--- config.mk ---
export PLATFORM = sky130hd
export DESIGN_NAME = sd_dat_deser
export DESIGN_NICKNAME = d
export VERILOG_FILES = /design/src/rtl/sd_dat_deser.sv
export SDC_FILE = /design/constraint.sdc
export NUM_CORES = 1
export LEC_CHECK = 0
export CORE_MARGIN = 3
export CORE_UTILIZATION = 35
export CTS_BUF_LIST = sky130_fd_sc_hd__clkbuf_4 sky130_fd_sc_hd__clkbuf_8
export CTS_CLUSTER_SIZE = 40
export DETAILED_ROUTE_END_ITERATION = 12
export HOLD_SLACK_MARGIN = 0.12
export PLACE_DENSITY_LB_ADDON = 0.12
export SETUP_SLACK_MARGIN = 0.2
export SLEW_MARGIN = 20
export SYNTH_ARGS = -nofsm -noshare
export SYNTH_HDL_FRONTEND = slang
export SYNTH_SLANG_ARGS = --single-unit
--- constraint.sdc ---
create_clock -name clk_i -period 2.29 [get_ports clk_i]
set_input_delay 0.458 -clock clk_i [delete_from_list [all_inputs] [get_ports clk_i]]
set_output_delay 0.458 -clock clk_i [all_outputs]
set_load 0.03 [all_outputs]
--- src/rtl/sd_dat_deser.sv ---
// sd_dat_deser: SD card DAT-line deserializer; shifts 1 or NumLanes bits per sample strobe, MSb first, into WordBits-wide words.
// Latency: word_valid_o rises one cycle after the sample that completes a word; done_o pulses one cycle after the last word (or CRC).
// Backpressure: single output register with valid/ready; a word completing while it is full and not accepted is dropped and sets overflow_o.
// Optional per-lane CRC-16 check is compiled in with `define SDHCI_DESER_CRC_EN.
module sd_dat_deser #(
    parameter int NumLanes = 4,
    parameter int WordBits = 32,
    parameter int MaxWords = 128
) (
    input  logic                           clk_i,
    input  logic                           rst_ni,
    input  logic                           start_i,
    input  logic                           abort_i,
    input  logic                           wide_i,
    input  logic [$clog2(MaxWords+1)-1:0]  blk_words_i,
    input  logic                           sample_en_i,
    input  logic [NumLanes-1:0]            dat_i,
    output logic [WordBits-1:0]            word_o,
    output logic                           word_valid_o,
    input  logic                           word_ready_i,
    output logic                           busy_o,
    output logic                           done_o,
    output logic                           overflow_o
`ifdef SDHCI_DESER_CRC_EN
    ,
    output logic                           crc_err_o
`endif
);

    localparam int BlkW = $clog2(MaxWords + 1);
    localparam int BitW = $clog2(WordBits + 1);

    typedef enum logic [1:0] {
        S_IDLE  = 2'd0,
        S_SHIFT = 2'd1,
`ifdef SDHCI_DESER_CRC_EN
        S_CRC   = 2'd2,
`endif
        S_DONE  = 2'd3
    } state_t;

    state_t              state_q, state_d;
    logic                wide_q;
    logic [BlkW-1:0]     blk_q;
    logic [BlkW-1:0]     word_cnt_q;
    logic [BitW-1:0]     bit_cnt_q;
    logic [WordBits-1:0] sreg_q;
    logic [WordBits-1:0] sreg_d;
    logic [BitW-1:0]     spw;
    logic                start_ok;
    logic                sample_shift;
    logic                word_done;
    logic                last_word;

    // Samples per word depend on the lane mode captured at start.
    assign spw          = wide_q ? BitW'(WordBits / NumLanes) : BitW'(WordBits);
    assign start_ok     = (state_q == S_IDLE) && start_i && !abort_i;
    assign sample_shift = (state_q == S_SHIFT) && sample_en_i;
    assign word_done    = sample_shift && (bit_cnt_q == spw - 1'b1);
    assign last_word    = (word_cnt_q == blk_q - 1'b1);
    assign sreg_d       = wide_q ? {sreg_q[WordBits-NumLanes-1:0], dat_i}
                                 : {sreg_q[WordBits-2:0], dat_i[0]};

`ifdef SDHCI_DESER_CRC_EN
    logic [15:0] crc_q [NumLanes];
    logic        crc_err_q;
    logic        crc_done;

    assign crc_done  = (state_q == S_CRC) && sample_en_i && (bit_cnt_q == BitW'(15));
    assign crc_err_o = crc_err_q;

    function automatic logic [15:0] crc_step(input logic [15:0] c, input logic b);
        return {c[14:0], 1'b0} ^ ((c[15] ^ b) ? 16'h1021 : 16'h0000);
    endfunction
`endif

    // State register.
    always_ff @(posedge clk_i or negedge rst_ni) begin
        if (!rst_ni) state_q <= S_IDLE;
        else         state_q <= state_d;
    end

    // Next-state logic; abort overrides everything else.
    always_comb begin
        state_d = state_q;
        if (abort_i) begin
            state_d = S_IDLE;
        end else begin
            case (state_q)
                S_IDLE:  if (start_i) state_d = (blk_words_i == '0) ? S_DONE : S_SHIFT;
`ifdef SDHCI_DESER_CRC_EN
                S_SHIFT: if (word_done && last_word) state_d = S_CRC;
                S_CRC:   if (crc_done) state_d = S_DONE;
`else
                S_SHIFT: if (word_done && last_word) state_d = S_DONE;
`endif
                S_DONE:  state_d = S_IDLE;
                default: state_d = S_IDLE;
            endcase
        end
    end

    // FSM-decoded status outputs.
    always_comb begin
        busy_o = (state_q != S_IDLE);
        done_o = (state_q == S_DONE);
    end

    // Shift register, bit/word counters and block configuration captured at start.
    always_ff @(posedge clk_i or negedge rst_ni) begin
        if (!rst_ni) begin
            wide_q     <= 1'b0;
            blk_q      <= '0;
            word_cnt_q <= '0;
            bit_cnt_q  <= '0;
            sreg_q     <= '0;
        end else if (abort_i) begin
            word_cnt_q <= '0;
            bit_cnt_q  <= '0;
            sreg_q     <= '0;
        end else if (start_ok) begin
            wide_q     <= wide_i;
            blk_q      <= blk_words_i;
            word_cnt_q <= '0;
            bit_cnt_q  <= '0;
            sreg_q     <= '0;
        end else if (sample_shift) begin
            sreg_q <= sreg_d;
            if (word_done) begin
                bit_cnt_q  <= '0;
                word_cnt_q <= word_cnt_q + 1'b1;
            end else begin
                bit_cnt_q  <= bit_cnt_q + 1'b1;
            end
`ifdef SDHCI_DESER_CRC_EN
        end else if ((state_q == S_CRC) && sample_en_i) begin
            bit_cnt_q <= crc_done ? '0 : bit_cnt_q + 1'b1;
`endif
        end
    end

    // Output register: load on completion if empty or being drained, otherwise drop and flag overflow.
    always_ff @(posedge clk_i or negedge rst_ni) begin
        if (!rst_ni) begin
            word_o       <= '0;
            word_valid_o <= 1'b0;
            overflow_o   <= 1'b0;
        end else begin
            if (word_done && !abort_i && (!word_valid_o || word_ready_i)) begin
                word_o       <= sreg_d;
                word_valid_o <= 1'b1;
            end else if (word_valid_o && word_ready_i) begin
                word_valid_o <= 1'b0;
            end
            if (start_ok)
                overflow_o <= 1'b0;
            else if (word_done && !abort_i && word_valid_o && !word_ready_i)
                overflow_o <= 1'b1;
        end
    end

`ifdef SDHCI_DESER_CRC_EN
    // Per-lane CRC: accumulate over data samples, then compare against the 16 trailing bits.
    always_ff @(posedge clk_i or negedge rst_ni) begin
        if (!rst_ni) begin
            for (int l = 0; l < NumLanes; l++) crc_q[l] <= '0;
            crc_err_q <= 1'b0;
        end else if (abort_i) begin
            for (int l = 0; l < NumLanes; l++) crc_q[l] <= '0;
        end else if (start_ok) begin
            for (int l = 0; l < NumLanes; l++) crc_q[l] <= '0;
            crc_err_q <= 1'b0;
        end else if (sample_shift) begin
            for (int l = 0; l < NumLanes; l++)
                if (l == 0 || wide_q) crc_q[l] <= crc_step(crc_q[l], dat_i[l]);
        end else if ((state_q == S_CRC) && sample_en_i) begin
            for (int l = 0; l < NumLanes; l++) begin
                if (l == 0 || wide_q) begin
                    if (dat_i[l] != crc_q[l][15]) crc_err_q <= 1'b1;
                    crc_q[l] <= {crc_q[l][14:0], 1'b0};
                end
            end
        end
    end
`endif

endmodule

==> flow_metrics.env, run 1 <==
export IMPL_status="finished, final reports clean"
export IMPL_ys_top_cells_by_count="90 x dfrtp_1, 56 x mux2i_1, 43 x nor2_1"
export IMPL_synthTopCellsByArea="dfrtp_1 53%, mux2i_1 13%, a211oi_1 5.3%"
export IMPL_clk_latency_ns=0.36
export IMPL_firstDrtPassIters=4
export IMPL_drive_above_1_share_pct=13.7
export IMPL_dp_hpwl_um=6410
export IMPL_die_area_um2=13600
export IMPL_cts_max_level=3
export IMPL_vias_per_cell=5.07
export IMPL_synth_most_common_cell="dfrtp_1"
export IMPL_p_leak_nw=2.54
export IMPL_cts_tree="yes"
export IMPL_gr_usage_all_layers_pct=14.2
export IMPL_critPathLaunch="blk_q[0]"
export IMPL_rsz0062_at_grt="false"
export IMPL_max_stage_delay_ns=0.48
export IMPL_syn_inst=386
export IMPL_ys_flop_type="dfrtp_1"
export IMPL_hold_violations=0
export IMPL_synth_area_per_cell_um2=11.1
export IMPL_muxShareOfSynthArea_pct=17.0
export IMPL_setup_slack_ns=0.247
export IMPL_port_buffers=54
export IMPL_cts_clk_slew_worst_paths_ns=0.09
export IMPL_detail_route_antenna_nets=0
export IMPL_fin_skew_ns=0.00984
export IMPL_synth_area_leader_cell="dfrtp_1"
export IMPL_dp_slack_ns=0.0298
export IMPL_pwr_share_comb_pct=15.1
export IMPL_p_switching_mw=0.882
export IMPL_timing_rr_end="state_q[1]"
export IMPL_n_antenna_cell=0
export IMPL_criticalPathCategory="register to register"
export IMPL_setup_tns_ns=0
export IMPL_p_int_mw=2.30
export IMPL_ys_ff_latch=90
export IMPL_drv_slew=0
export IMPL_start_util_pct=36.6
export IMPL_die_w_um=116
export IMPL_path_depth=7
export IMPL_async_flop_share_pct=100
export IMPL_io_pins=55
export IMPL_cellPowerDensity_nw_per_um2=606
export IMPL_r2r_start="blk_q[0]"
export IMPL_numCtsBuffers=9
export IMPL_synthAdderAreaFrac_pct=0.879
export IMPL_end_kind="register"
export IMPL_period_minus_slack_ns=2.04
export IMPL_met1_usage_pct=20.7
export IMPL_grt_use_met3_pct=3.16
export IMPL_period_share_pct=89.2
export IMPL_cp_start_kind="register"
export IMPL_synth_seq_area_share_pct=52.7
export IMPL_chipHeight_um=116
export IMPL_cp_buffers_inverters=1
export IMPL_worst_slew_pin_slew_ns=0.515
export IMPL_yosysTopAreaCellShare_pct=52.7
export IMPL_core_region_area_um2=11700
export IMPL_fmax_mhz=490
export IMPL_ff2ff_setup_slack_ns=0.25
export IMPL_cp_top_family="simple AND/OR/NAND/NOR gates"
export IMPL_row_count=39
export IMPL_wire_per_inst_um=15.5
export IMPL_fill_cells=1126
export IMPL_drt_iter0_markers=157
export IMPL_hold_path_class="register to register"
export IMPL_drc=0
export IMPL_final_setup_viol_count=0
export IMPL_seq_power_share_pct=53.4
export IMPL_num_nets_final=469
export IMPL_worstSetupEndpoint="state_q[1]"
export IMPL_clkSinkCount=90
export IMPL_reg2reg_depth=7
export IMPL_crit_chain="inv_2 -> ha_4 -> or3b_4 -> or4b_1 -> o21ai_1 -> a21oi_1 -> nor4_1"
export IMPL_synth_simple_gate_area_share_pct=12.1
export IMPL_grt_max_degree=63
export IMPL_p_sw_share_pct=27.7
export IMPL_grt_pass1_vias=2894
export IMPL_synth_edf_count=0
export IMPL_yosysWarnings=0
export IMPL_synthDistinctLibCells=44
export IMPL_synth_xor_area_share_pct=3.69
export IMPL_synth_compound_area_share_pct=8.47
export IMPL_synth_net_count=408
export IMPL_area_delta_synth_final_pct=23.1
export IMPL_power_share_clock_pct=31.5
export IMPL_grt_busiest_layer="met2"
export IMPL_gp_congestion=0.768
export IMPL_route_vias_total=3010
export IMPL_synth_top_family_by_area="multiplexers"
export IMPL_cap_violations=0
export IMPL_finalWirelength_um=9210
export IMPL_ir_worst_vdd_mv=0.319
export IMPL_grt_overflow=0
export IMPL_cpMaxStageDelayCell="or4b_1"
export IMPL_grt_pass1_wl_um=15000
export IMPL_globalRouteMet2Util_pct=21.4
export IMPL_ctsRootBufferMaster="clkbuf_8"
export IMPL_netlist_area_um2=4270
export IMPL_maxSlewHeadroom_pct=65.7
export IMPL_cp_required_ns=2.55
export IMPL_critPathMaxFanout=2
export IMPL_clock_path_buffers=2
export IMPL_worstPathArrival_ns=2.30
export IMPL_antenna_found_initial=0
==> worst min-delay path by stage <==
stage                    start            to  cells past startpoint
floorplan               rst_ni  bit_cnt_q[0]                      0
global placement        rst_ni    word_o[25]                      1
detailed placement      rst_ni    word_o[28]                      1
CTS                 overflow_o    overflow_o                      1
global route        word_o[23]    word_o[23]                      2
finish              overflow_o    overflow_o                      1
==> power by group through the flow <==
stage               sequential [mW]  combinational [mW]  clock (mW)
finish                         1.70               0.482        1.00
global route                   1.71               0.532        1.10
CTS                            1.70               0.484        1.04
detailed placement             1.73               0.462           0
global placement               1.73               0.456           0
floorplan                      1.71               0.325           0
==> metrics by stage <==
stage / util (%) / cells / power (mW) / hold WS (ns) / cell area (µm²)
after floorplan: - / 386 / 2.03 / 0.162 / 4270
after global placement: 43.2 / 575 / 2.18 / 0.446 / 5040
after detailed placement: 43.2 / 575 / 2.19 / 0.448 / 5040
after CTS: 45.0 / 593 / 3.22 / 0.525 / 5250
after global routing: 45.1 / 594 / 3.34 / 0.539 / 5260
final: 45.1 / 594 / 3.18 / 0.519 / 5260
==> timing repair <==
action	CTS	global route
resized for setup	7	1
buffers inserted	2	1
hold buffers	1	0
pin swaps	2	2
endpoints found under the setup margin	3	1
hold endpoints to repair	31	0
==> area by class of cell <==
cell class                 count  area [µm²]  area share, %
sequential                    90        2250           42.9
multi-input combinational    241        1820           34.6
timing repair buffer          71         703           13.4
tap                          143         179           3.40
clock buffer                  11         145           2.76
inverter                      34         128           2.43
clock inverter                 4        28.8          0.548
==> placed cells by master, fill, tap and decap left out, drive strengths merged, types with 2 or more instances in the layout <==
cell           instances
a211oi                30
a21oi                  9
buf                   17
clkbuf                11
clkdlybuf4s50         51
clkinv                 2
clkinvlp               2
dfrtp                 90
dlygate4sd2            2
ha                     3
inv                   34
mux2                  14
mux2i                 56
nand2                 14
nand2b                 2
nand3                  3
nand3b                 3
nand4                  2
nor2                  44
nor3                   9
nor4                   5
o21ai                  5
or2                    4
or3                    2
or4                    3
or4b                   2
xnor2                 13
xor2                   5
==> flip-flops by register name, summed over array words and instances (netlist names) <==
name          flops
wide_q            1
overflow_o        1
word_o           32
state_q           2
bit_cnt_q         6
sreg_q           31
word_cnt_q        8
blk_q             8
word_valid_o      1
==> logic make-up (layout without fill, tap and decap cells) <==
group                    count (synthesis)  count (layout)
AO/OA/AOI/OAI                           52              52
AND/OR/NAND/NOR                         98              98
adder cells (fa/ha/maj)                  3               3
multiplexers                            70              70
buffers and inverters                   55             120
XOR/XNOR                                18              18
flip-flops                              90              90
==> routing by layer <==
metal | part of all wire, % | wire length, µm
met5 | 0 | 0
met4 | 1.4 | 131
met3 | 4.0 | 366
met2 | 45 | 4110
met1 | 50 | 4600
Power figures use the tool's default switching activity.
==> run 2, diff against run 1 <==
PLACE_DENSITY_LB_ADDON = 0.05   (was 0.12)
==> flow_metrics.env, run 2 (synthesis results as in run 1) <==
export IMPL_end_kind="register"
export IMPL_max_stage_delay_ns=0.52
export IMPL_largest_reg_flops=32
export IMPL_grt_pass1_wl_um=15900
export IMPL_wire_per_inst_um=15.8
export IMPL_finalHoldWorstSlack_ns=0.521
export IMPL_period_share_pct=86.7
export IMPL_cp_top_family="simple AND/OR/NAND/NOR gates"
export IMPL_cp_start_kind="register"
export IMPL_grt_max_degree=41
export IMPL_cap_violations=0
export IMPL_antenna_found_initial=0
export IMPL_min_path_cells=2
export IMPL_hold_violations=0
export IMPL_finalWirelength_um=9450
export IMPL_fmax_mhz=504
export IMPL_io_pins=55
export IMPL_period_minus_slack_ns=1.99
export IMPL_finalInstanceArea_um2=5330
export IMPL_clk_latency_ns=0.38
export IMPL_dp_hpwl_um=6590
export IMPL_vias_per_cell=4.98
export IMPL_critPathMaxFanout=20
export IMPL_mostFrequentLayoutCell="dfrtp_1"
export IMPL_cts_clk_slew_worst_paths_ns=0.09
export IMPL_clkSinkCount=90
export IMPL_placedInstanceArea_um2=5070
export IMPL_final_setup_viol_count=0
export IMPL_drt_iter0_markers=88
export IMPL_num_nets_final=471
export IMPL_start_util_pct=36.6
export IMPL_ir_worst_vdd_mv=0.294
export IMPL_clock_path_buffers=2
export IMPL_setup_tns_ns=0
export IMPL_fin_skew_ns=0.0106
export IMPL_path_depth=6
export IMPL_firstDrtPassIters=4
export IMPL_numCtsBuffers=9
export IMPL_fill_cells=1128
export IMPL_reg2reg_depth=6
export IMPL_gp_congestion=0.725
export IMPL_cts_tree="yes"
export IMPL_criticalPathCategory="register to register"
export IMPL_die_w_um=116
export IMPL_rsz0062_at_grt="false"
export IMPL_worst_slew_pin_slew_ns=0.455
export IMPL_core_region_area_um2=11700
export IMPL_reg_top3="word_o x32, sreg_q x31"
export IMPL_detail_route_antenna_nets=0
export IMPL_cellPowerDensity_nw_per_um2=629
export IMPL_grt_overflow=0
export IMPL_drive_above_1_share_pct=14.3
export IMPL_final_cell_mix="90 x dfrtp_1, 56 x mux2i_1, 51 x clkdlybuf4s50_1"
export IMPL_chipHeight_um=116
export IMPL_cp_buffers_inverters=1
export IMPL_drc=0
export IMPL_status="finished, final reports clean"
export IMPL_ctsRootBufferMaster="clkbuf_8"
export IMPL_cpMaxStageDelayCell="or4b_1"
export IMPL_row_count=39
export IMPL_cts_max_level=3
export IMPL_area_delta_synth_final_pct=24.8
export IMPL_route_vias_total=2972
export IMPL_grt_pass1_vias=3033
export IMPL_worstPathArrival_ns=2.26
export IMPL_p_leak_nw=2.60
export IMPL_hold_path_class="register to register"
export IMPL_n_antenna_cell=0
export IMPL_cp_required_ns=2.56
export IMPL_crit_chain="or4b_1 -> o31a_2 -> nor2_8 -> nand3b_4 -> buf_12 -> mux2_4"
export IMPL_port_buffers=54
export IMPL_die_area_um2=13600
export IMPL_gr_usage_all_layers_pct=15.3
export IMPL_drv_slew=0
export IMPL_maxSlewHeadroom_pct=69.7
export IMPL_largest_register="word_o"
==> run 2: cell count changes in the layout (fill, tap and decap cells not counted), moves of 2 or more <==
cell | before | now
inv_2 | 2 | 0
clkinvlp_4 | 2 | 0
inv_1 | 32 | 34
clkbuf_8 | 10 | 12
==> run 2: tightest hold or removal path, stage by stage (launching register included) <==
cell and delay (ns):
dfrtp_1 0.38, inv_1 0.05, mux2i_1 0.05
==> run 2: repair_timing <==
action                                 CTS  global route
resized for setup                        2             5
endpoints found under the hold margin   30             0
buffers inserted                         1             1
hold buffers                             1             0
setup endpoints to repair                3             1
pin swaps                                0             1
==> run 2: worst paths after layout <==
check	from	end	slack (ns)
max	bit_cnt_q[3]	word_o[2]	0.30
min	word_o[17]	word_o[17]	0.52
max reg2reg	bit_cnt_q[3]	word_o[2]	0.30
min reg2reg	word_o[17]	word_o[17]	0.52
max in group asynchronous	rst_ni	word_o[16]	1.06
min in group asynchronous	rst_ni	sreg_q[18]	0.58
==> run 2: routing by layer <==
layer  vias up  track usage (%)  wire [µm]  part of all wire (%)
li1       1460                -          -                     -
met1      1461             21.7       4670                    49
met2        39             22.7       4310                    46
met3        12             2.75        268                   2.8
met4         0             7.35        193                   2.0
met5         -                0          0                     0
==> run 2: power by group <==
part | switching [mW] | leakage (nW) | total, mW | internal (mW)
clock | 0.577 | 0.112 | 1.17 | 0.592
combinational | 0.254 | 1.40 | 0.481 | 0.227
sequential | 0.0589 | 1.08 | 1.70 | 1.64
total | 0.890 | 2.60 | 3.35 | 2.46
==> run 2: final cells by class <==
| class | count | area [µm²] | share of cell area (%) |
|---|---|---|---|
| Clock buffer | 12 | 165 | 3.10 |
| Clock inverter | 4 | 48.8 | 0.916 |
| Inverter | 34 | 128 | 2.40 |
| Multi-Input combinational cell | 241 | 1820 | 34.2 |
| Sequential cell | 90 | 2250 | 42.3 |
| Tap cell | 143 | 179 | 3.36 |
| Timing Repair Buffer | 73 | 731 | 13.7 |
==> run 2: metrics by stage <==
step                      utilization [%]  worst slack (ns)  cells  power (mW)
after detailed placement             43.5           -0.0327    578        2.20
final                                45.7             0.305    597        3.35
after floorplan                         -             0.239    386        2.03
after global routing                 45.7             0.217    597        3.53
after CTS                            45.4             0.124    596        3.39
after global placement               43.5         -0.000766    578        2.19
==> run 3, diff against run 2 <==
SKIP_LAST_GASP = 1   (was default)
==> results of run 3 <==
No change in the layout: final DEF, timing and power equal those of run 2.
